===== config.mk =====
export PLATFORM = sky130hd
export DESIGN_NAME = seg_scan_driver_flat
export DESIGN_NICKNAME = d
export VERILOG_FILES = /design/src/rtl/seg_scan_if.sv /design/src/rtl/seg_scan_driver.sv /design/src/flat_wrapper.sv
export SDC_FILE = /design/constraint.sdc
export NUM_CORES = 1
export LEC_CHECK = 0
export ABC_AREA = 1
export CORE_MARGIN = 2
export CORE_UTILIZATION = 60
export DETAILED_ROUTE_END_ITERATION = 10
export GPL_TIMING_DRIVEN = 0
export HOLD_SLACK_MARGIN = 0.05
export PLACE_DENSITY_LB_ADDON = 0.25
export SYNTH_ARGS = -nofsm -noshare
export SYNTH_HDL_FRONTEND = slang
export SYNTH_SLANG_ARGS = --single-unit

===== constraint.sdc =====
create_clock -name clk -period 3.4 [get_ports clk]
set_clock_uncertainty 0.15 [all_clocks]
set_input_delay 0.68 -clock clk [delete_from_list [all_inputs] [get_ports clk]]
set_output_delay 0.68 -clock clk [all_outputs]
set_load 0.05 [all_outputs]

===== src/rtl/seg_scan_if.sv =====
// Display-side bundle for the seven-segment scan driver.
// The master (the display word source) drives the controls; the slave (scan driver) drives the digit outputs.
interface seg_scan_if #(
  parameter int N_DIGITS = 8
);
  logic                    load;
  logic [4*N_DIGITS-1:0]   din;
  logic [N_DIGITS-1:0]     digit_en;
  logic                    blank_lz;
  logic [3:0]              x;
  logic [N_DIGITS-1:0]     an;
  logic                    frame_done;

  modport master (
    output load, din, digit_en, blank_lz,
    input  x, an, frame_done
  );

  modport slave (
    input  load, din, digit_en, blank_lz,
    output x, an, frame_done
  );
endinterface


===== src/rtl/seg_scan_driver.sv =====
// Time-multiplexed scan controller for an N-digit seven-segment display.
// Display words are committed only at the frame wrap, so a frame never mixes old and new data.
//
// state | meaning
// S_ON  | digit idx lit for REFRESH_DIV cycles
// S_GAP | all anodes off for GAP_CYC cycles, x already holds the next digit
module seg_scan_driver #(
  parameter int N_DIGITS    = 8,
  parameter int REFRESH_DIV = 100000,
  parameter int GAP_CYC     = 16
) (
  input  logic clk,
  input  logic reset_n,
  seg_scan_if.slave bus
);
  localparam int DW      = 4 * N_DIGITS;
  localparam int IDX_W   = (N_DIGITS > 1) ? $clog2(N_DIGITS) : 1;
  localparam int CNT_MAX = (REFRESH_DIV > GAP_CYC) ? REFRESH_DIV : GAP_CYC;
  localparam int CNT_W   = $clog2(CNT_MAX);

  localparam logic [IDX_W-1:0] IDX_LAST = IDX_W'(N_DIGITS - 1);
  localparam logic [CNT_W-1:0] ON_LAST  = CNT_W'(REFRESH_DIV - 1);
  localparam logic [CNT_W-1:0] GAP_LAST = (GAP_CYC > 0) ? CNT_W'(GAP_CYC - 1) : '0;

  localparam logic [0:0] S_ON  = 1'b0;
  localparam logic [0:0] S_GAP = 1'b1;

  logic [DW-1:0]       shadow_q, shadow_d;
  logic [DW-1:0]       pend_q, pend_d;
  logic                pend_v_q, pend_v_d;
  logic [IDX_W-1:0]    idx_q, idx_d;
  logic [CNT_W-1:0]    cnt_q, cnt_d;
  logic [0:0]          state_q, state_d;
  logic [N_DIGITS-1:0] an_q, an_d;
  logic [3:0]          x_q, x_d;
  logic                frame_done_q, frame_done_d;

  logic                wrap;
  logic [IDX_W-1:0]    hi_idx;
  logic [3:0]          nib_sel;
  logic                en_sel;
  logic                dark;

  always_comb begin
    state_d = state_q;
    cnt_d   = cnt_q;
    idx_d   = idx_q;
    wrap    = 1'b0;
    case (state_q)
      S_ON: begin
        if (cnt_q == ON_LAST) begin
          cnt_d = '0;
          idx_d = (idx_q == IDX_LAST) ? '0 : idx_q + 1'b1;
          wrap  = (idx_q == IDX_LAST);
          if (GAP_CYC > 0) state_d = S_GAP;
        end else begin
          cnt_d = cnt_q + 1'b1;
        end
      end
      default: begin
        if (cnt_q == GAP_LAST) begin
          cnt_d   = '0;
          state_d = S_ON;
        end else begin
          cnt_d = cnt_q + 1'b1;
        end
      end
    endcase
  end

  // A load landing on the wrap bypasses pend so the newest word wins.
  always_comb begin
    shadow_d = shadow_q;
    pend_d   = pend_q;
    pend_v_d = pend_v_q;
    if (wrap) begin
      if (bus.load) begin
        shadow_d = bus.din;
        pend_v_d = 1'b0;
      end else if (pend_v_q) begin
        shadow_d = pend_q;
        pend_v_d = 1'b0;
      end
    end else if (bus.load) begin
      pend_d   = bus.din;
      pend_v_d = 1'b1;
    end
  end

  // Highest nonzero nibble; stays 0 for an all-zero word so digit 0 always shows.
  always_comb begin
    hi_idx = '0;
    for (int i = 1; i < N_DIGITS; i++) begin
      if (shadow_q[4*i +: 4] != 4'h0) hi_idx = IDX_W'(i);
    end
  end

  always_comb begin
    nib_sel = 4'h0;
    en_sel  = 1'b0;
    an_d    = '1;
    for (int i = 0; i < N_DIGITS; i++) begin
      if (idx_q == IDX_W'(i)) begin
        nib_sel = shadow_q[4*i +: 4];
        en_sel  = bus.digit_en[i];
      end
    end
    dark = !en_sel || (bus.blank_lz && (idx_q > hi_idx));
    x_d  = dark ? 4'hF : nib_sel;
    if ((state_q == S_ON) && !dark) begin
      for (int i = 0; i < N_DIGITS; i++) begin
        if (idx_q == IDX_W'(i)) an_d[i] = 1'b0;
      end
    end
    frame_done_d = wrap;
  end

  always_ff @(posedge clk) begin
    if (!reset_n) begin
      shadow_q     <= '0;
      pend_q       <= '0;
      pend_v_q     <= 1'b0;
      idx_q        <= '0;
      cnt_q        <= '0;
      state_q      <= S_ON;
      an_q         <= '1;
      x_q          <= 4'h0;
      frame_done_q <= 1'b0;
    end else begin
      shadow_q     <= shadow_d;
      pend_q       <= pend_d;
      pend_v_q     <= pend_v_d;
      idx_q        <= idx_d;
      cnt_q        <= cnt_d;
      state_q      <= state_d;
      an_q         <= an_d;
      x_q          <= x_d;
      frame_done_q <= frame_done_d;
    end
  end

  assign bus.an         = an_q;
  assign bus.x          = x_q;
  assign bus.frame_done = frame_done_q;
endmodule


===== src/flat_wrapper.sv =====
// flat-port wrapper written by rule: the top's interface ports become plain ports
module seg_scan_driver_flat 
#(
  parameter int N_DIGITS    = 8,
  parameter int REFRESH_DIV = 100000,
  parameter int GAP_CYC     = 16
)
  (clk, reset_n, bus_load, bus_din, bus_digit_en, bus_blank_lz, bus_x, bus_an, bus_frame_done);
  seg_scan_if #(.N_DIGITS(N_DIGITS)) bus_i ();
  input  logic clk;
  input  logic reset_n;
  input wire logic [$bits(bus_i.load)-1:0] bus_load;
  input wire logic [$bits(bus_i.din)-1:0] bus_din;
  input wire logic [$bits(bus_i.digit_en)-1:0] bus_digit_en;
  input wire logic [$bits(bus_i.blank_lz)-1:0] bus_blank_lz;
  output wire logic [$bits(bus_i.x)-1:0] bus_x;
  output wire logic [$bits(bus_i.an)-1:0] bus_an;
  output wire logic [$bits(bus_i.frame_done)-1:0] bus_frame_done;
  assign bus_i.load = bus_load;
  assign bus_i.din = bus_din;
  assign bus_i.digit_en = bus_digit_en;
  assign bus_i.blank_lz = bus_blank_lz;
  assign bus_x = bus_i.x;
  assign bus_an = bus_i.an;
  assign bus_frame_done = bus_i.frame_done;
  seg_scan_driver #(.N_DIGITS(N_DIGITS), .REFRESH_DIV(REFRESH_DIV), .GAP_CYC(GAP_CYC)) u_core (.clk(clk), .reset_n(reset_n), .bus(bus_i));
endmodule

# Yosys cells after proc, flatten, opt, wreduce, memory -nomap -nowiden
# Index checks and enable logic that the tools add are counted.
word_totals:
  ff_bits: 99
  latch_bits: 0
  ramBits: 0
  romBits: 0
  inputBits: 44
  output_inout_bits: 13
  word_cells: 86
  mem_count: 0
classes:
  n_addsub: 2
  multipliers: 0
  div: 0
  n_lt_le_gt_ge: 1
  eq_ne: 9
  n_shift: 0
  mux: 43
  n_bitwise: 3
  reduce_logical: 19
ops:
  columns: ["operator", "count"]
  rows:
  - ["two-way mux 32 bit", 2]
  - ["two-way mux 17 bit", 3]
  - ["two-way mux 4 bit", 9]
  - ["nonzero test 4 bit", 7]
  - ["two-way mux 1 bit", 22]
  - ["adder 17 x 1 -> 17 bit, second input constant", 1]
  - ["== test 17 bit, second input constant", 1]
  - ["== test 17 x 4 -> 1 bit, second input constant", 1]
  - ["two-way mux 3 bit", 5]
  - ["== test 3 bit, second input constant", 4]
  - ["AND reduction 2 bit", 4]
  - ["== test 3 x 2 -> 1 bit, second input constant", 2]
  - ["two-way mux 2 bit", 2]
  - ["adder 3 x 1 -> 3 bit, second input constant", 1]
  - ["== test 3 x 1 -> 1 bit, second input constant", 1]
  - ["> comparator 3 bit", 1]
  - ["logical NOT 3 bit", 1]
  - ["NOT 1 bit", 3]
  - ["logical AND 1 bit", 2]
  - ["logical NOT 1 bit", 2]
  - ["nonzero test 2 bit", 1]
  - ["OR reduction 2 bit", 1]
  - ["logical OR 1 bit", 1]

# Depth between registers and ports, before layout
depth:
  ltp_word: 14
  ltp_mapped: 16
  ltp_nobuf: 16

# Worst setup path before layout
# No wires, ideal clock.
synth_timing:
  path_type: "reg-to-reg"
  start: "reg u_core.shadow_q[20]"
  end: "reg u_core.an_q[0], in the netlist u_core.bus.an[0]"
  setup_ns: 0.138
  t_arrival_ns: 1.821
  required_time_ns: 3.112
  setup_slack_ns: 1.291
  path_stages_with_launch: 12
  n_path_buf: 0
  synth_period_minus_slack_ns: 2.109
  path_cell_list: "dfxtp_1 > nor4_1 > nand2_1 > a21oi_1 > nor2_1 > ha_1 > nand2_1 > o21ai_0 > nand3_1 > o21ai_0 > a21oi_2 > nand3_1"
synth_between:
  elab_chain_cells: 10
synth_lines:
  columns: ["item", "line_no", "rtl"]
  rows:
  - ["from (decl)", "seg_scan_driver.sv:28", "logic [DW-1:0] shadow_q, shadow_d;"]
  - ["from (signal assigned)", "seg_scan_driver.sv:130", "shadow_q <= shadow_d;"]
  - ["nonzero test 4 bit", "seg_scan_driver.sv:94", "if (shadow_q[4*i +: 4] != 4'h0) hi_idx = IDX_W'(i);"]
  - ["two-way mux 3 bit (3 in a row)", "seg_scan_driver.sv:94", null]
  - ["> comparator 3 bit", "seg_scan_driver.sv:108", "dark = !en_sel || (bus.blank_lz && (idx_q > hi_idx));"]
  - ["logical AND 1 bit", "seg_scan_driver.sv:108", null]
  - ["logical OR 1 bit", "seg_scan_driver.sv:108", null]
  - ["logical NOT 1 bit", "seg_scan_driver.sv:110", "if ((state_q == S_ON) && !dark) begin"]
  - ["logical AND 1 bit", "seg_scan_driver.sv:110", null]
  - ["AND reduction 2 bit (no line)", null, null]
  - ["to (signal assigned)", "seg_scan_driver.sv:136", "an_q <= an_d;"]
  - ["to (decl)", "seg_scan_driver.sv:34", "logic [N_DIGITS-1:0] an_q, an_d;"]
# Every way passes these cells.
# A chain may end at the register's enable or synchronous reset.

# Final worst setup path
layout_timing:
  start: "reg u_core.shadow_q[8]"
  end: "reg u_core.an_q[0], in the netlist u_core.bus.an[0]"
layout_between:
  elab_chain_cells: 13
layout_lines:
  columns: ["item", "line_no"]
  rows:
  - ["nonzero test 4 bit", "seg_scan_driver.sv:94"]
  - ["two-way mux 2 bit (2 in a row)", "seg_scan_driver.sv:94"]
  - ["two-way mux 3 bit (4 in a row)", "seg_scan_driver.sv:94"]
  - ["> comparator 3 bit", "seg_scan_driver.sv:108"]
  - ["logical AND 1 bit", "seg_scan_driver.sv:108"]
  - ["logical OR 1 bit", "seg_scan_driver.sv:108"]
  - ["logical NOT 1 bit", "seg_scan_driver.sv:110"]
  - ["logical AND 1 bit", "seg_scan_driver.sv:110"]
  - ["AND reduction 2 bit (no line)", null]
# Every way passes these cells.

==> impl_metrics.csv <==
group,metric,value,unit
status,status,"complete, no violations",
critical_path,rr_startpoint,"u_core.shadow_q[8]$_SDFFE_PN0P_",
global_route,grt_start_max_net_pins,16,
critical_path,r2r_setup_slack,0.81,ns
clocking,cts_tree,"done",
clocking,worstSkewPairLatency,0.37,ns
sta,rsz0062_at_grt,"false",
worst_hold_path,min_to,"u_core.cnt_q[0]$_SDFF_PN0_",
clocking,htree_levels,3,
logic_synthesis,synth_area_leaders,"dfxtp_1 41%, nand2_1 15%, nor2_1 13%, o21ai_0 5.1%, inv_1 3.8%",
logic_synthesis,synth_async_sr_flop_share,0,
sta,max_freq,387,MHz
clocking,cts-hold-fix-buffers,0,
critical_path,cp_common_cell,"nand2_1",
global_route,grt_overflow,0,
routing,routedWlPerCell,13.0,µm
worst_hold_path,hp-start,"u_core.cnt_q[0]$_SDFF_PN0_",
critical_path,reg2regPathDepth,13,
critical_path,cp.arrival,2.66,ns
routing,viasPerCell,5.29,
die,die_w,94.2,µm
logic_synthesis,synthDistinctLibCells,39,
place,dp_hpwl,8.68,mm
pwr,p_leak,2.63,nW
critical_path,critical_path_class,"reg -> reg",
die,die_area,8880,µm²
sta,worst_slew_pin_slew,0.652,ns
routing,first_iter_violations,234,
sta,finalSetupViolCount,0,
routing,vias,4729,
finish,nets,842,
critical_path,crit_buf_inv,0,
clocking,clock_sinks,99,
clocking,clk_pin_slew,0.08,ns
clocking,root_buffer,"clkbuf_8",
clocking,ctsResizeCount,0,
sta,drv_slew,0,
logic_synthesis,synth_warnings,0,
worst_hold_path,hold_depth,1,
die,die_h,94.2,µm
global_route,grt_pass1_vias,4460,
sta,finalHoldViolCount,0,
pwr,powerDensity,393,nW/µm²
logic_synthesis,ys_seq_area_frac,0.406,
logic_synthesis,syn_inst,722,
die,ios,57,
critical_path,r2r_end,"u_core.bus.an[0]$_SDFF_PN1_",
logic_synthesis,synth_top_area_share,0.406,
worst_hold_path,hp-class,"reg -> reg",
finish,drive_above_1_share,0.0732,
die,start_util,0.626,
sta,slew_headroom,0.565,
global_route,antenna_found_initial,0,
critical_path,setup.worst_path.end_class,"register",
finish,num_antenna_cells,0,
critical_path,crit_family,"simple AND/OR/NAND/NOR gates",
logic_synthesis,yosys.area.top_type,"dfxtp_1",
global_route,track_usage,0.275,
finish,nFillCells,659,
critical_path,critPathSlowestCell,"nor4_1",
pwr,total_power,2.27,mW
place,portBuffers,55,
sta,tns,0,ns
routing,dr.pass1.iters,6,
clocking,numCtsBuffers,9,
routing,drc,0,
critical_path,worstPathRequired,3.47,ns
clocking,post_cts_buffers,0,
critical_path,critPathMaxFanout,10,
logic_synthesis,yosys_register_bits,99,
global_route,grt_pass1_wl,19.7,mm
run,cap_viol_max_count,0,
pwr,irDropWorstVdd,0.218,mV
logic_synthesis,synth.cell_area,4880,µm²
routing,routed_wl,11.6,mm
die,core_area,7810,µm²
die,std_cell_rows,32,
clocking,cts_buffer_depth,2,
critical_path,critPathMaxStageDelay,0.48,ns
logic_synthesis,synth_edf_count,0,
critical_path,crit_path_cell_trace,"nor4_1 > o41ai_1 > nand2_1 > nand2_1 > nand2_1 > nand2_1 > nand2_1 > ha_1 > o21ai_0 > nand3_1 > o21ai_0 > a21oi_2 > nand3_1",
logic_synthesis,syn_area_per_cell,6.77,µm²
critical_path,critPathLaunchType,"register",
logic_synthesis,synth_nets,776,
sta,layout_min_cycle_time,2.59,ns
place,gp_congestion,0.917,
routing,drtAntennaViolNets,0,
logic_synthesis,ys.flop_type,"dfxtp_1",
sta,period_share,0.760,
finish,area_growth,18.5,%
## stage by stage
stage	instances	hold slack [ns]	util	worst slack [ns]	area [µm²]
after floorplan	722	0.268	-	1.29	4880
after global routing	894	0.362	0.741	0.568	5790
after detailed placement	879	0.297	0.713	0.680	5560
after CTS	894	0.316	0.741	0.819	5790
after global placement	879	0.283	0.713	0.788	5560
final	894	0.314	0.741	0.815	5790
## how the worst max path moves through the flow
| stage | start | to | slack, ns | cells past startpoint |
|---|---|---|---|---|
| floorplan | u_core.shadow_q[20]$_SDFFE_PN0P_ | u_core.bus.an[0]$_SDFF_PN1_ | 1.29 | 11 |
| global placement | reset_n | u_core.pend_q[11]$_SDFFE_PN0P_ | 0.79 | 5 |
| detailed placement | reset_n | u_core.pend_q[11]$_SDFFE_PN0P_ | 0.68 | 5 |
| CTS | u_core.shadow_q[8]$_SDFFE_PN0P_ | u_core.bus.an[0]$_SDFF_PN1_ | 0.82 | 13 |
| global route | u_core.shadow_q[8]$_SDFFE_PN0P_ | u_core.bus.an[0]$_SDFF_PN1_ | 0.57 | 13 |
| finish | u_core.shadow_q[8]$_SDFFE_PN0P_ | u_core.bus.an[0]$_SDFF_PN1_ | 0.81 | 13 |
## routing by layer
metal	global-route usage	up-vias	wire (µm)
met5	0	-	0
met2	0.480	148	5730
met3	0.0465	28	564
met1	0.336	2142	5020
li1	-	2411	-
met4	0.111	0	264
## synth_stat cells (all sizes together) (7+ instances only)
master and instances:
nand2 194, nor2 179, dfxtp 99, o21ai 73, inv 53, nand3 27
clkbuf 19, buf 10, ha 10, nor4 10, xor2 9, a21oi 8
nor3 8, nand4 7
## state kept, by name (all words and copies together) (netlist names)
signal                 cells
u_core.idx_q               3
u_core.pend_v_q            1
u_core.bus.frame_done      1
u_core.cnt_q              17
u_core.state_q             1
u_core.bus.an              8
u_core.bus.x               4
u_core.pend_q             32
u_core.shadow_q           32
## power breakdown
| group | switching, mW | leakage [nW] | internal (mW) |
|---|---|---|---|
| registers | 0.0171 | 0.808 | 1.19 |
| clock network | 0.392 | 0.115 | 0.451 |
| logic | 0.122 | 1.70 | 0.101 |
| total | 0.531 | 2.63 | 1.74 |
## layout by cell type, fill, tap and decap left out, types with 11 or more instances in the layout
master,count
nand2_1,191
clkdlybuf4s50_1,55
o21ai_0,50
nor2_1,168
dfxtp_1,99
clkbuf_1,16
o21ai_1,23
inv_1,50
nand3_1,26
clkbuf_8,11
## cell families after synthesis
group                    count (synthesis)  share of synthesized area
adder cells (fa/ha/maj)                 10                     0.0256
AND/OR/NAND/NOR                        433                      0.378
AO/OA/AOI/OAI                           86                     0.0927
flip-flops                              99                      0.406
buffers and inverters                   84                     0.0804
XOR/XNOR                                10                     0.0179
## cell type report
cell class              count  area [µm²]  share of cell area
well taps                 102         128              0.0220
inverters                  55         211              0.0365
plain buffers              29         181              0.0313
flip-flops and latches     99        1980               0.342
clock inverters             4        73.8              0.0128
repair buffers             55         551              0.0951
clock buffers              11         151              0.0262
multi-input cells         539        2510               0.434
No activity file was read; power rests on OpenSTA's default activity.
